`src/rtl/fetch_pkg.sv`:
```
// Shared types and constants for the instruction fetch controller.
package fetch_pkg;

  typedef enum logic [2:0] {
    ST_BOOT   = 3'd0,
    ST_REQ    = 3'd1,
    ST_WAIT   = 3'd2,
    ST_HOLD   = 3'd3,
    ST_HALTED = 3'd4
  } fetch_state_e;

  localparam logic [31:0] RESET_VECTOR_DEF = 32'h0000_0000;
  localparam logic [7:0]  IMEM_TIMEOUT_DEF = 8'd16;
  localparam logic [31:0] NOP_INSTR        = 32'h0000_0013;

  function automatic logic [31:0] align_word(input logic [31:0] addr);
    return {addr[31:2], 2'b00};
  endfunction

endpackage

```
`src/rtl/fetch_redirect_sel.sv`:
```
// Redirect source select: trap wins over branch; the chosen target is
// word-aligned and a misalignment flag is raised when low bits were set.
module fetch_redirect_sel
  import fetch_pkg::*;
(
  input  logic        i_trap_req,
  input  logic [31:0] i_trap_vector,
  input  logic        i_branch_req,
  input  logic [31:0] i_branch_target,
  output logic        o_redirect,
  output logic [31:0] o_target,
  output logic        o_misaligned
);

  logic [31:0] w_raw_target;

  assign w_raw_target = i_trap_req ? i_trap_vector : i_branch_target;
  assign o_redirect   = i_trap_req | i_branch_req;
  assign o_target     = align_word(w_raw_target);
  assign o_misaligned = o_redirect & (w_raw_target[1:0] != 2'b00);

endmodule

```
`src/rtl/fetch_controller.sv`:
```
// Instruction fetch sequencer: drives the PC register through enable/select/target
// and moves one instruction at a time from instruction memory to decode.
//
// state   | meaning
// BOOT    | first cycle after reset, load RESET_VECTOR into the PC
// REQ     | request instruction at iPC, wait for grant
// WAIT    | request accepted, wait for returned instruction (timeout guarded)
// HOLD    | instruction captured during stall, waiting for decode to accept
// HALTED  | fetching stopped; only a trap restarts it
module fetch_controller
  import fetch_pkg::*;
#(
  parameter logic [31:0] RESET_VECTOR = RESET_VECTOR_DEF,
  parameter logic [7:0]  IMEM_TIMEOUT = IMEM_TIMEOUT_DEF
) (
  input  logic        iClk,
  input  logic        iRstN,
  input  logic [31:0] iPC,
  input  logic        iTrapReq,
  input  logic [31:0] iTrapVector,
  input  logic        iBranchReq,
  input  logic [31:0] iBranchTarget,
  input  logic        iStall,
  input  logic        iHalt,
  output logic        oIMemReq,
  output logic [31:0] oIMemAddr,
  input  logic        iIMemGnt,
  input  logic        iIMemValid,
  input  logic [31:0] iIMemData,
  output logic        oPCEn,
  output logic        oPCSrc,
  output logic [31:0] oTargetPC,
  output logic [31:0] oInstr,
  output logic        oInstrValid,
  output logic        oFlush,
  output logic        oHalted,
  output logic        oFetchErr,
  output logic        oMisaligned
);

  fetch_state_e r_state, w_state_nxt;
  logic [31:0]  r_buf, w_buf_nxt;
  logic         r_kill, w_kill_nxt;
  logic [7:0]   r_cnt, w_cnt_nxt;
  logic         r_fetch_err, w_err_nxt;

  logic         w_trap_ok, w_branch_ok;
  logic         w_redirect, w_redir_mis;
  logic [31:0]  w_redir_target;

  // Branches are meaningless while halted; nothing redirects the boot load.
  assign w_trap_ok   = iTrapReq & (r_state != ST_BOOT);
  assign w_branch_ok = iBranchReq & (r_state != ST_BOOT) & (r_state != ST_HALTED);

  fetch_redirect_sel u_redirect_sel (
    .i_trap_req      (w_trap_ok),
    .i_trap_vector   (iTrapVector),
    .i_branch_req    (w_branch_ok),
    .i_branch_target (iBranchTarget),
    .o_redirect      (w_redirect),
    .o_target        (w_redir_target),
    .o_misaligned    (w_redir_mis)
  );

  always_comb begin
    w_state_nxt = r_state;
    w_buf_nxt   = r_buf;
    w_kill_nxt  = r_kill;
    w_cnt_nxt   = r_cnt;
    w_err_nxt   = r_fetch_err;
    oIMemReq    = 1'b0;
    oPCEn       = 1'b0;
    oPCSrc      = 1'b0;
    oTargetPC   = '0;
    oInstr      = '0;
    oInstrValid = 1'b0;
    oFlush      = 1'b0;
    oHalted     = 1'b0;
    oMisaligned = 1'b0;

    if (w_redirect) begin
      oPCEn       = 1'b1;
      oPCSrc      = 1'b1;
      oTargetPC   = w_redir_target;
      oFlush      = 1'b1;
      oMisaligned = w_redir_mis;
    end

    case (r_state)
      ST_BOOT: begin
        // Gated so that every output reads 0 while reset is held.
        oPCEn       = iRstN;
        oPCSrc      = iRstN;
        oTargetPC   = iRstN ? RESET_VECTOR : '0;
        w_state_nxt = ST_REQ;
      end
      ST_REQ: begin
        if (!w_redirect) begin
          oIMemReq = !iStall;
          if (!iStall && iIMemGnt) begin
            w_state_nxt = ST_WAIT;
            w_cnt_nxt   = '0;
            w_kill_nxt  = 1'b0;
          end
        end
      end
      ST_WAIT: begin
        w_cnt_nxt = r_cnt + 8'd1;
        if (iIMemValid) begin
          if (w_redirect || r_kill) begin
            w_state_nxt = ST_REQ;
            w_kill_nxt  = 1'b0;
          end else if (iStall) begin
            w_buf_nxt   = iIMemData;
            w_state_nxt = ST_HOLD;
          end else begin
            oInstr      = iIMemData;
            oInstrValid = 1'b1;
            oPCEn       = 1'b1;
            w_state_nxt = iHalt ? ST_HALTED : ST_REQ;
          end
        end else if (w_redirect) begin
          w_kill_nxt = 1'b1;
        end else if (r_cnt >= IMEM_TIMEOUT - 8'd1) begin
          w_err_nxt   = 1'b1;
          w_kill_nxt  = 1'b0;
          w_state_nxt = ST_HALTED;
        end
      end
      ST_HOLD: begin
        oInstr = r_buf;
        if (w_redirect) begin
          w_buf_nxt   = '0;
          w_state_nxt = ST_REQ;
        end else if (!iStall) begin
          oInstrValid = 1'b1;
          oPCEn       = 1'b1;
          w_state_nxt = iHalt ? ST_HALTED : ST_REQ;
        end
      end
      ST_HALTED: begin
        oHalted = 1'b1;
        if (w_redirect) w_state_nxt = ST_REQ;
      end
      default: w_state_nxt = ST_BOOT;
    endcase
  end

  always_ff @(posedge iClk or negedge iRstN) begin
    if (!iRstN) begin
      r_state     <= ST_BOOT;
      r_buf       <= '0;
      r_kill      <= 1'b0;
      r_cnt       <= '0;
      r_fetch_err <= 1'b0;
    end else begin
      r_state     <= w_state_nxt;
      r_buf       <= w_buf_nxt;
      r_kill      <= w_kill_nxt;
      r_cnt       <= w_cnt_nxt;
      r_fetch_err <= w_err_nxt;
    end
  end

  assign oIMemAddr = oIMemReq ? iPC : '0;
  assign oFetchErr = r_fetch_err;

endmodule

```
`config.mk`:
```
export PLATFORM = sky130hd
export DESIGN_NAME = fetch_controller
export DESIGN_NICKNAME = d
export VERILOG_FILES = /design/src/rtl/fetch_pkg.sv /design/src/rtl/fetch_redirect_sel.sv /design/src/rtl/fetch_controller.sv
export SDC_FILE = /design/constraint.sdc
export NUM_CORES = 1
export LEC_CHECK = 0
export ABC_AREA = 0
export CAP_MARGIN = 5
export CORE_ASPECT_RATIO = 0.9
export CORE_MARGIN = 3
export CORE_UTILIZATION = 39
export DETAILED_ROUTE_END_ITERATION = 7
export PLACE_DENSITY_LB_ADDON = 0.3
export SETUP_SLACK_MARGIN = 0.5
export SYNTH_ARGS = -nofsm -noshare
export SYNTH_HDL_FRONTEND = slang
export SYNTH_HIERARCHICAL = 1
export SYNTH_SLANG_ARGS = --single-unit
export TNS_END_PERCENT = 5
```
`constraint.sdc`:
```
create_clock -name iClk -period 7.85 [get_ports iClk]
set_input_delay 0.785 -clock iClk [delete_from_list [all_inputs] [get_ports iClk]]
set_output_delay 0.785 -clock iClk [all_outputs]
set_load 0.01 [all_outputs]
```
==> out/results.ini, run 1 <==
[sta]
rsz0062_at_grt=no
clock.fmax_mhz=211.1
slew_violations=0
hold_viol_final=0
period_share=0.6034
setup_viol=0
finClkSkew_ns=0.007429
worst_pin_slew_ns=0.9968
whs_ns=0.4782
tns_ns=0
slew_headroom=0.3325
layout_min_cycle_time_ns=4.737
finalWorstSetupSlack_ns=3.113

[status]
status=completed

[detailed_routing]
vias_per_cell=5.244
drt-total-wl_um=13660
num_vias=3849
wl_per_cell_um=18.61
ant_nets=0
drtIter0Drc=270
firstDrtPassIters=5
drc=0

[clock_network]
clk_latency_ns=0.29
clk_pin_slew_ns=0.08
clockBufferDepth=2
cts-root-buf=clkbuf_8
cts_hold_buf=0
postCtsSetupBuffers=0
cts_resized=0
htree_levels=2
cts_buffers=5
clock_sinks=45
cts_tree=done

[synth]
yosys_warnings=6
async_flop_share=1.000
synth.distinct_cells=51
syn-cell-area_um2=3562
synth_edf_count=0
synthCells=394
synth_top_flop_cell=dfrtp_1
ys_ff_latch=45
yosysSeqAreaShare=0.3161
syn_area_per_cell_um2=9.041

[placed_design]
post-dp-hpwl_um=10750
place_ws_ns=3.087
place_congestion=0.8474
portBuffers=237

[global_routing]
grt_max_degree=57
grt_pass1_wl_um=21250
antenna_found_initial=0
grt_overflow=0
grt_pass1_vias=3836
grt_usage=0.2571

[worst_setup_path]
regToRegEndpoint=r_buf[18]
start_kind=flip-flop
worst-r2r-setup-slack_ns=4.30
criticalPathCategory=reg2out
startpoint=r_state[0]
crit_arrival_ns=3.95
cp-end-kind=primary output
ff2ff_path_depth=9
endpoint=oInstr[11]
reg2reg_from=r_state[0]
crit_required_ns=7.07
cp_max_fo=33

[flow_run]
max_cap_violations=0

[cells_and_area]
diodes=0
final_core_util=0.6872
drive_gt1_frac=0.09593
nets=751
areaGrowthSynthToFinish_pct=68.39

[floorplanning]
dieArea_um2=10320
ioPinCount=240
core_area_um2=8728
fp.dieW_um=106.7
fp.dieH_um=96.67
start_util=0.4081
rows=32

[power]
switching_power_mw=0.5964
p_int_mw=0.9040
p_sw_frac=0.3975
total_power_mw=1.500
power_frac_seq=0.278
ir_worst_vdd_v=0.0001552
p_leak_nw=2.547
combPwrFrac=0.632
clkPwrFrac=0.091
p_per_area_nw_per_um2=250.1

[hold_path]
hold_depth=1
holdCritPathClass=reg2reg

-- cells in the mapped netlist (2+ instances only) --
library cell	n	area (um^2)
mux2_4	27	405.4
o211a_1	2	20.02
nor3b_1	3	22.52
buf_4	2	15.01
a21o_1	5	37.54
o22ai_1	3	18.77
nor2_1	5	18.77
dfrtp_1	45	1126
nor3_1	7	35.03
a31oi_1	2	12.51
clkbuf_1	15	56.30
and3_1	3	18.77
nand3_1	35	175.2
buf_2	2	10.01
buf_6	8	90.09
o21ai_0	32	160.2
o21a_1	2	15.01
and2_1	66	412.9
a22o_1	33	289.0
nor2b_1	3	18.77
nor4_1	2	12.51
a21oi_1	3	15.01
nand2_1	6	22.52
inv_1	39	146.4
mux2_2	4	45.04
o21ai_1	5	25.02
clkbuf_2	2	10.01
buf_12	2	40.04
nand2b_1	4	25.02
or2_2	3	18.77
a211o_1	4	35.03
-- stage by stage --
step | area [um^2] | std cells
6_report | 5998 | 734
5_1_grt | 5998 | 734
4_1_cts | 5998 | 734
3_5_place_dp | 5916 | 726
3_3_place_gp | 5916 | 726
2_1_floorplan | 3566 | 395
-- registers in the layout (all words and copies together), names as in the netlist --
| register | count |
|---|---|
| oFetchErr | 1 |
| r_cnt | 8 |
| r_buf | 32 |
| r_kill | 1 |
| r_state | 3 |
-- cell type report --
cell class | instances | area (um^2)
Timing Repair Buffer | 244 | 2420
Fill cell | 720 | 2730
Sequential cell | 45 | 1126
Multi-Input combinational cell | 279 | 2074
Clock buffer | 6 | 72.57
Clock inverter | 2 | 10.01
Tap cell | 119 | 148.9
Inverter | 39 | 146.4
-- how the worst min path moves through the flow --
| stage | endpoint | startpoint |
|---|---|---|
| after floorplan | r_cnt[0] | r_cnt[0] |
| after global placement | oFetchErr | oFetchErr |
| after detailed placement | oFetchErr | oFetchErr |
| after CTS | oFetchErr | oFetchErr |
| after global routing | oFetchErr | oFetchErr |
| final | oFetchErr | oFetchErr |
-- per-layer routing --
layer | vias to the layer above | wire length [um] | track usage
met2 | 177 | 6755 | 0.4371
met3 | 18 | 1219 | 0.07605
met4 | 0 | 287 | 0.06490
met1 | 1845 | 5395 | 0.3183
li1 | 1809 | - | -
met5 | - | 0 | 0
-- cell usage in the layout, fill, tap and decap left out, types with 4 or more instances in the layout --
master / n
clkbuf_8: 5
a22o_1: 33
nand3_1: 35
mux2_2: 4
o21ai_0: 32
mux2_4: 27
a21o_1: 5
and2_1: 66
nor3_1: 6
a211o_1: 4
nor2_1: 4
nand2b_1: 4
clkdlybuf4s50_1: 236
o21ai_1: 5
nand2_1: 6
dfrtp_1: 45
buf_4: 7
inv_1: 39
-- power by group through the flow --
| stage | Clock (mW) | Sequential [mW] | Combinational, mW |
|---|---|---|---|
| CTS | 0.141 | 0.414 | 0.951 |
| detailed placement | 0 | 0.416 | 0.945 |
| global placement | 0 | 0.415 | 0.925 |
| global route | 0.149 | 0.429 | 1.02 |
| finish | 0.136 | 0.417 | 0.948 |
| floorplan | 0 | 0.379 | 0.571 |
-- cell families after synthesis --
family | share of synthesized area
AND/OR/NAND/NOR | 0.2389
buffers and inverters | 0.1075
multiplexers | 0.1264
other | 0.001053
flip-flops | 0.3161
AO/OA/AOI/OAI | 0.2065
adder cells (fa/ha/maj) | 0.003512
-- worst max-delay path, cell delays in order (launching register included) --
cell and delay [ns]:
dfrtp_1 0.52, nor3_1 0.52, nor2b_4 0.06, buf_4 0.30, or2_2 0.51, nor3b_4 0.67, buf_4 0.34, a22o_1 0.17
clkdlybuf4s50_1 0.55
Note: power is estimated with default switching activity, not from simulation.
==> run 2, diff against run 1 <==
CORE_UTILIZATION = 33   (was 39)
clock period = 3.9 ns   (was 7.85 ns; I/O delays follow)
==> run 2 against run 1 <==
Against the previous run: sequential share of layout area is 0.70 points lower; critical path type unchanged; critical endpoint is now oIMemAddr[14]; register-to-register slack got worse by 3.0 ns; combinational power up 120%; via count fell by 1.3%; largest cell class unchanged.
==> out/results.ini, run 2 (same netlist as run 1, synthesis figures left out) <==
[global_routing]
grt_overflow=0  ; unchanged
antenna_found_initial=0  ; unchanged
grt_pass1_wl_um=19820  ; -6.7%
grt_pass1_vias=3785  ; -1.3%
grt_usage=0.2004  ; -0.05671
grt_max_degree=65  ; +14%

[placed_design]
place_congestion=0.8413  ; -0.72%
place_ws_ns=0.4626  ; -2.624 ns
portBuffers=237  ; unchanged
post-dp-hpwl_um=9459  ; -12%
dpl.cell_count=737  ; +1.5%

[sta]
finalWorstSetupSlack_ns=0.6115  ; -2.502 ns
rsz0062_at_grt=no
layout_min_cycle_time_ns=3.288
setup_viol=0  ; unchanged
worst_pin_slew_ns=0.6118  ; -0.3850 ns
period_share=0.8432
slew_headroom=0.5917  ; +0.2593
hold_viol_final=0  ; unchanged
slew_violations=0  ; unchanged
tns_ns=0  ; unchanged
clock.fmax_mhz=304.1
finClkSkew_ns=0.001899  ; -0.005530 ns

[hold_path]
holdCritPathClass=in2async

[detailed_routing]
drtIter0Drc=239  ; -11%
drc=0  ; unchanged
drt-total-wl_um=13040  ; -4.5%
wl_per_cell_um=17.09  ; -8.2%
num_vias=3799  ; -1.3%
vias_per_cell=4.979  ; -5.1%
firstDrtPassIters=4  ; -1
ant_nets=0  ; unchanged

[floorplanning]
rows=35  ; +9.4%
fp.dieH_um=104.6  ; +8.2%
fp.dieW_um=115.5  ; +8.2%
core_area_um2=10380  ; +19%
ioPinCount=240  ; unchanged
dieArea_um2=12080  ; +17%
start_util=0.3432  ; -0.06489

[power]
p_leak_nw=2.667  ; +4.7%
combPwrFrac=0.624  ; -0.008
p_per_area_nw_per_um2=527.2  ; +110%
p_sw_frac=0.3784  ; -0.01904
power_frac_seq=0.249  ; -0.029
clkPwrFrac=0.128  ; +0.037
ir_worst_vdd_v=0.0002704  ; +74%
p_int_mw=2.048  ; +130%
total_power_mw=3.295  ; +120%
switching_power_mw=1.247  ; +110%

[worst_setup_path]
crit_arrival_ns=2.90  ; -1.05 ns
start_kind=flip-flop
cp_max_fo=16  ; -52%
criticalPathCategory=reg2out
startpoint=r_state[2]
worst-r2r-setup-slack_ns=1.30  ; -3.00 ns
regToRegEndpoint=r_buf[5]
ff2ff_path_depth=9  ; unchanged
reg2reg_from=r_state[2]
crit_required_ns=3.51  ; -3.56 ns
cp-end-kind=primary output

[cells_and_area]
largest_register_ffs=32  ; unchanged
layout_common_cells=clkdlybuf4s50_1, and2_1, dfrtp_1, inv_1, nand3_1
top_register=r_buf
layoutNonFillerInstCount=763  ; +4.0%
nets=770  ; +2.5%
diodes=0  ; unchanged
areaGrowthSynthToFinish_pct=75.45
drive_gt1_frac=0.1309  ; +0.03498
final_core_util=0.6022  ; -0.08504
layout_commonest_cell=clkdlybuf4s50_1
fill_cells=915  ; +27%
top_regs=r_buf x32, r_cnt x8, r_state x3

[clock_network]
clk_latency_ns=0.28  ; about the same
cts_buffers=5  ; unchanged
clockBufferDepth=2  ; unchanged
cts_tree=done
clk_pin_slew_ns=0.06  ; -0.02 ns
cts-root-buf=clkbuf_16
htree_levels=2  ; unchanged
clock_sinks=45  ; unchanged

[status]
status=completed

[flow_run]
max_cap_violations=0  ; unchanged

==> run 2: changes by cell type in the layout (fill, tap and decap cells not counted), sizes merged <==
cell,change
buf,+18
clkinv,-1
clkinvlp,+1
inv,+1
==> run 2: worst max path at each step <==
| stage | to | slack (ns) | cells past startpoint |
|---|---|---|---|
| 4_1_cts | oIMemAddr[31] | 0.56 | 8 |
| 3_3_place_gp | oIMemAddr[31] | 0.57 | 8 |
| 5_1_grt | oIMemAddr[4] | 0.52 | 9 |
| 3_5_place_dp | oIMemAddr[31] | 0.46 | 8 |
| 6_report | oIMemAddr[14] | 0.61 | 9 |
| 2_1_floorplan | oIMemAddr[22] | 0.73 | 10 |
==> run 2: repair_timing <==
action	4_1_cts	5_1_grt
cloned	0	3
endpoints found under the setup margin	66	33
pin swaps	0	3
resized for setup	6	10
hold buffers	0	0
buffers inserted	0	15
==> run 2: metrics by stage <==
stage          hold slack, ns  cell area (um^2)
2_1_floorplan         0.09441              3566
3_3_place_gp           0.4625              5933
3_5_place_dp           0.4636              5933
4_1_cts                0.2823              6100
5_1_grt                0.3099              6250
6_report               0.2712              6250
==> run 2: cell type report <==
class / count / area (um^2) / area share
flip-flops and latches: 45 / 1130 / 0.1808
clock buffers: 5 / 125.1 / 0.02002
multi-input cells: 279 / 2095 / 0.3351
clock inverters: 3 / 21.27 / 0.003403
well taps: 129 / 161.4 / 0.02583
inverters: 39 / 146.4 / 0.02342
repair buffers: 263 / 2571 / 0.4114
==> run 2: power groups by stage <==
stage / sequential, mW / combinational, mW / clock (mW)
after floorplan: 0.762 / 1.15 / 0
final: 0.819 / 2.06 / 0.421
after global placement: 0.817 / 1.86 / 0
after global routing: 0.846 / 2.23 / 0.449
after detailed placement: 0.818 / 1.90 / 0
after CTS: 0.829 / 1.92 / 0.430
==> run 2: critical path: stages (launching register included) <==
cell,delay (ns)
dfrtp_2,0.46
nor3_4,0.26
nor2b_4,0.06
or2_4,0.25
or3b_4,0.40
nor3_4,0.17
buf_4,0.18
buf_6,0.16
and2_1,0.14
clkdlybuf4s50_1,0.54
==> run 2: routing by layer <==
metal,wire length (um),vias to the layer above,GRT usage
met1,5520,1768,0.2623
met3,1136,12,0.04806
met2,6206,172,0.3372
met5,0,-,0
li1,-,1847,-
met4,176,0,0.03688
==> run 3, diff against run 2 <==
CORE_UTILIZATION = 37   (was 33)
clock period = 3.2 ns   (was 3.9 ns; I/O delays follow)
==> run 3 against run 2 <==
Against the previous run: critical path depth fell by 1; routed wire length is 0.31% higher; critical path type unchanged; global-route usage increased by 2.7 points; power rose by 14%; cell count down 1.3%; core utilization increased by 6.0 points; combinational power increased by 18%; critical endpoint is now oTargetPC[26].
==> out/results.ini, run 3 (same netlist as run 1, synthesis figures left out) <==
[status]
status=completed

[floorplanning]
ioPinCount=240  ; unchanged
fp.dieW_um=109.4  ; -5.3%
core_area_um2=9249  ; -11%
start_util=0.3851  ; +0.04193
dieArea_um2=10840  ; -10%
rows=33  ; -5.7%
fp.dieH_um=99.09  ; -5.2%

[worst_setup_path]
crit_arrival_ns=2.50  ; -0.40 ns
reg2reg_from=r_state[1]
critical_path_depth=8  ; -1
critPathMaxStageDelay_ns=0.52  ; -0.02 ns
crit_slowest_cell=clkdlybuf4s50_1
crit_buf_inv=3  ; unchanged
ff2ff_path_depth=8  ; -1
cp_max_fo=32  ; +16
endpoint=oTargetPC[26]
regToRegEndpoint=r_cnt[6]
worst-r2r-setup-slack_ns=0.59  ; -0.71 ns
cp_top_family=buffers and inverters
criticalPathCategory=reg2out
start_kind=flip-flop
cp-end-kind=primary output
cp_cell_sequence=nor3_4 -> nor2b_4 -> or2_4 -> buf_4 -> nor2b_1 -> buf_6 -> and2_1 -> clkdlybuf4s50_1
crit_required_ns=2.88  ; -0.63 ns
startpoint=r_state[1]

[cells_and_area]
fill_cells=802  ; -12%
areaGrowthSynthToFinish_pct=71.94
top_regs=r_buf x32, r_cnt x8, r_state x3
largest_register_ffs=32  ; unchanged
drive_gt1_frac=0.1632  ; +0.03232
top_register=r_buf
layout_commonest_cell=clkdlybuf4s50_1
layout_common_cells=clkdlybuf4s50_1, and2_1, dfrtp_1, inv_1, nand3_1
nets=767  ; -0.39%
diodes=0  ; unchanged

[global_routing]
grt_max_degree=65  ; unchanged
antenna_found_initial=0  ; unchanged
grt_pass1_wl_um=19670  ; -0.76%
grt_overflow=0  ; unchanged
grt_usage=0.2273  ; +0.02694
grt_pass1_vias=3675  ; -2.9%

[detailed_routing]
drt-total-wl_um=13080  ; +0.31%
drc=0  ; unchanged
num_vias=3806  ; +0.18%
ant_nets=0  ; unchanged
firstDrtPassIters=4  ; unchanged
drtIter0Drc=256  ; +7.1%
wl_per_cell_um=17.37  ; +1.6%
vias_per_cell=5.054  ; +1.5%

[clock_network]
cts_buffers=5  ; unchanged
cts_tree=done
clk_pin_slew_ns=0.09  ; +0.03 ns
cts_hold_buf=0  ; unchanged
htree_levels=2  ; unchanged
clk_latency_ns=0.30  ; +0.02 ns
clockBufferDepth=2  ; unchanged
cts-root-buf=clkbuf_8
clock_sinks=45  ; unchanged

[sta]
slew_headroom=0.6051  ; +0.01335
hold_viol_final=0  ; unchanged
worst_pin_slew_ns=0.5924  ; -0.01936 ns
setup_viol=0  ; unchanged
slew_violations=0  ; unchanged
tns_ns=0  ; unchanged
period_share=0.8810
finClkSkew_ns=0.005373  ; +0.003474 ns
rsz0062_at_grt=yes
layout_min_cycle_time_ns=2.819
clock.fmax_mhz=354.7

[power]
total_power_mw=3.750  ; +14%
p_leak_nw=2.882  ; +8.0%
p_per_area_nw_per_um2=612.2  ; +16%
ir_worst_vdd_v=0.0003047  ; +13%

[placed_design]
place_congestion=0.8205  ; -2.5%
portBuffers=237  ; unchanged
post-dp-hpwl_um=9936  ; +5.0%

[hold_path]
holdCritPathClass=in2async

[flow_run]
max_cap_violations=0  ; unchanged

run 3: final cells by class:
type / count / area (um^2) / area share
Tap cell: 122 / 152.6 / 0.02492
Clock inverter: 2 / 15.01 / 0.002451
Clock buffer: 6 / 72.57 / 0.01185
Timing Repair Buffer: 260 / 2500 / 0.4082
Sequential cell: 45 / 1126 / 0.1839
Inverter: 39 / 146.4 / 0.02390
Multi-Input combinational cell: 279 / 2112 / 0.3448
run 3: how the worst min path moves through the flow:
| stage | endpoint | from | cells after the start | slack [ns] |
|---|---|---|---|---|
| 6_report | r_buf[18] | iRstN | 2 | 0.15 |
| 5_1_grt | r_buf[25] | iRstN | 2 | 0.19 |
| 4_1_cts | r_buf[13] | iRstN | 2 | 0.17 |
| 3_5_place_dp | oFetchErr | oFetchErr | 1 | 0.48 |
| 3_3_place_gp | oFetchErr | oFetchErr | 1 | 0.46 |
| 2_1_floorplan | oFetchErr | iRstN | 0 | 0.02 |
run 3: repair_timing:
item	in CTS	in global routing
setup endpoints to repair	98	99
cloned	4	0
pin swaps	5	3
buffers inserted	4	1
endpoints found under the hold margin	0	0
resized for setup	85	58
run 3: power breakdown:
part,internal (mW),switching [mW]
Combinational,1.30,1.13
Clock,0.154,0.200
Sequential,0.812,0.157
run 3: layer usage:
layer	wire length [um]	track usage
met5	0	0
met4	91	0.03260
met3	1095	0.05239
met2	6714	0.4176
met1	5179	0.2733
run 3: per-stage QoR:
stage / instances / instance area [um^2] / utilization / setup slack, ns / hold slack, ns
after floorplan: 395 / 3628 / - / 0.5143 / 0.02441
after global placement: 736 / 6017 / 0.6506 / 0.2807 / 0.4579
after detailed placement: 736 / 6017 / 0.6506 / 0.2397 / 0.4780
after CTS: 752 / 6145 / 0.6644 / 0.3227 / 0.1693
after global routing: 753 / 6125 / 0.6622 / 0.2681 / 0.1946
final: 753 / 6125 / 0.6622 / 0.3809 / 0.1510
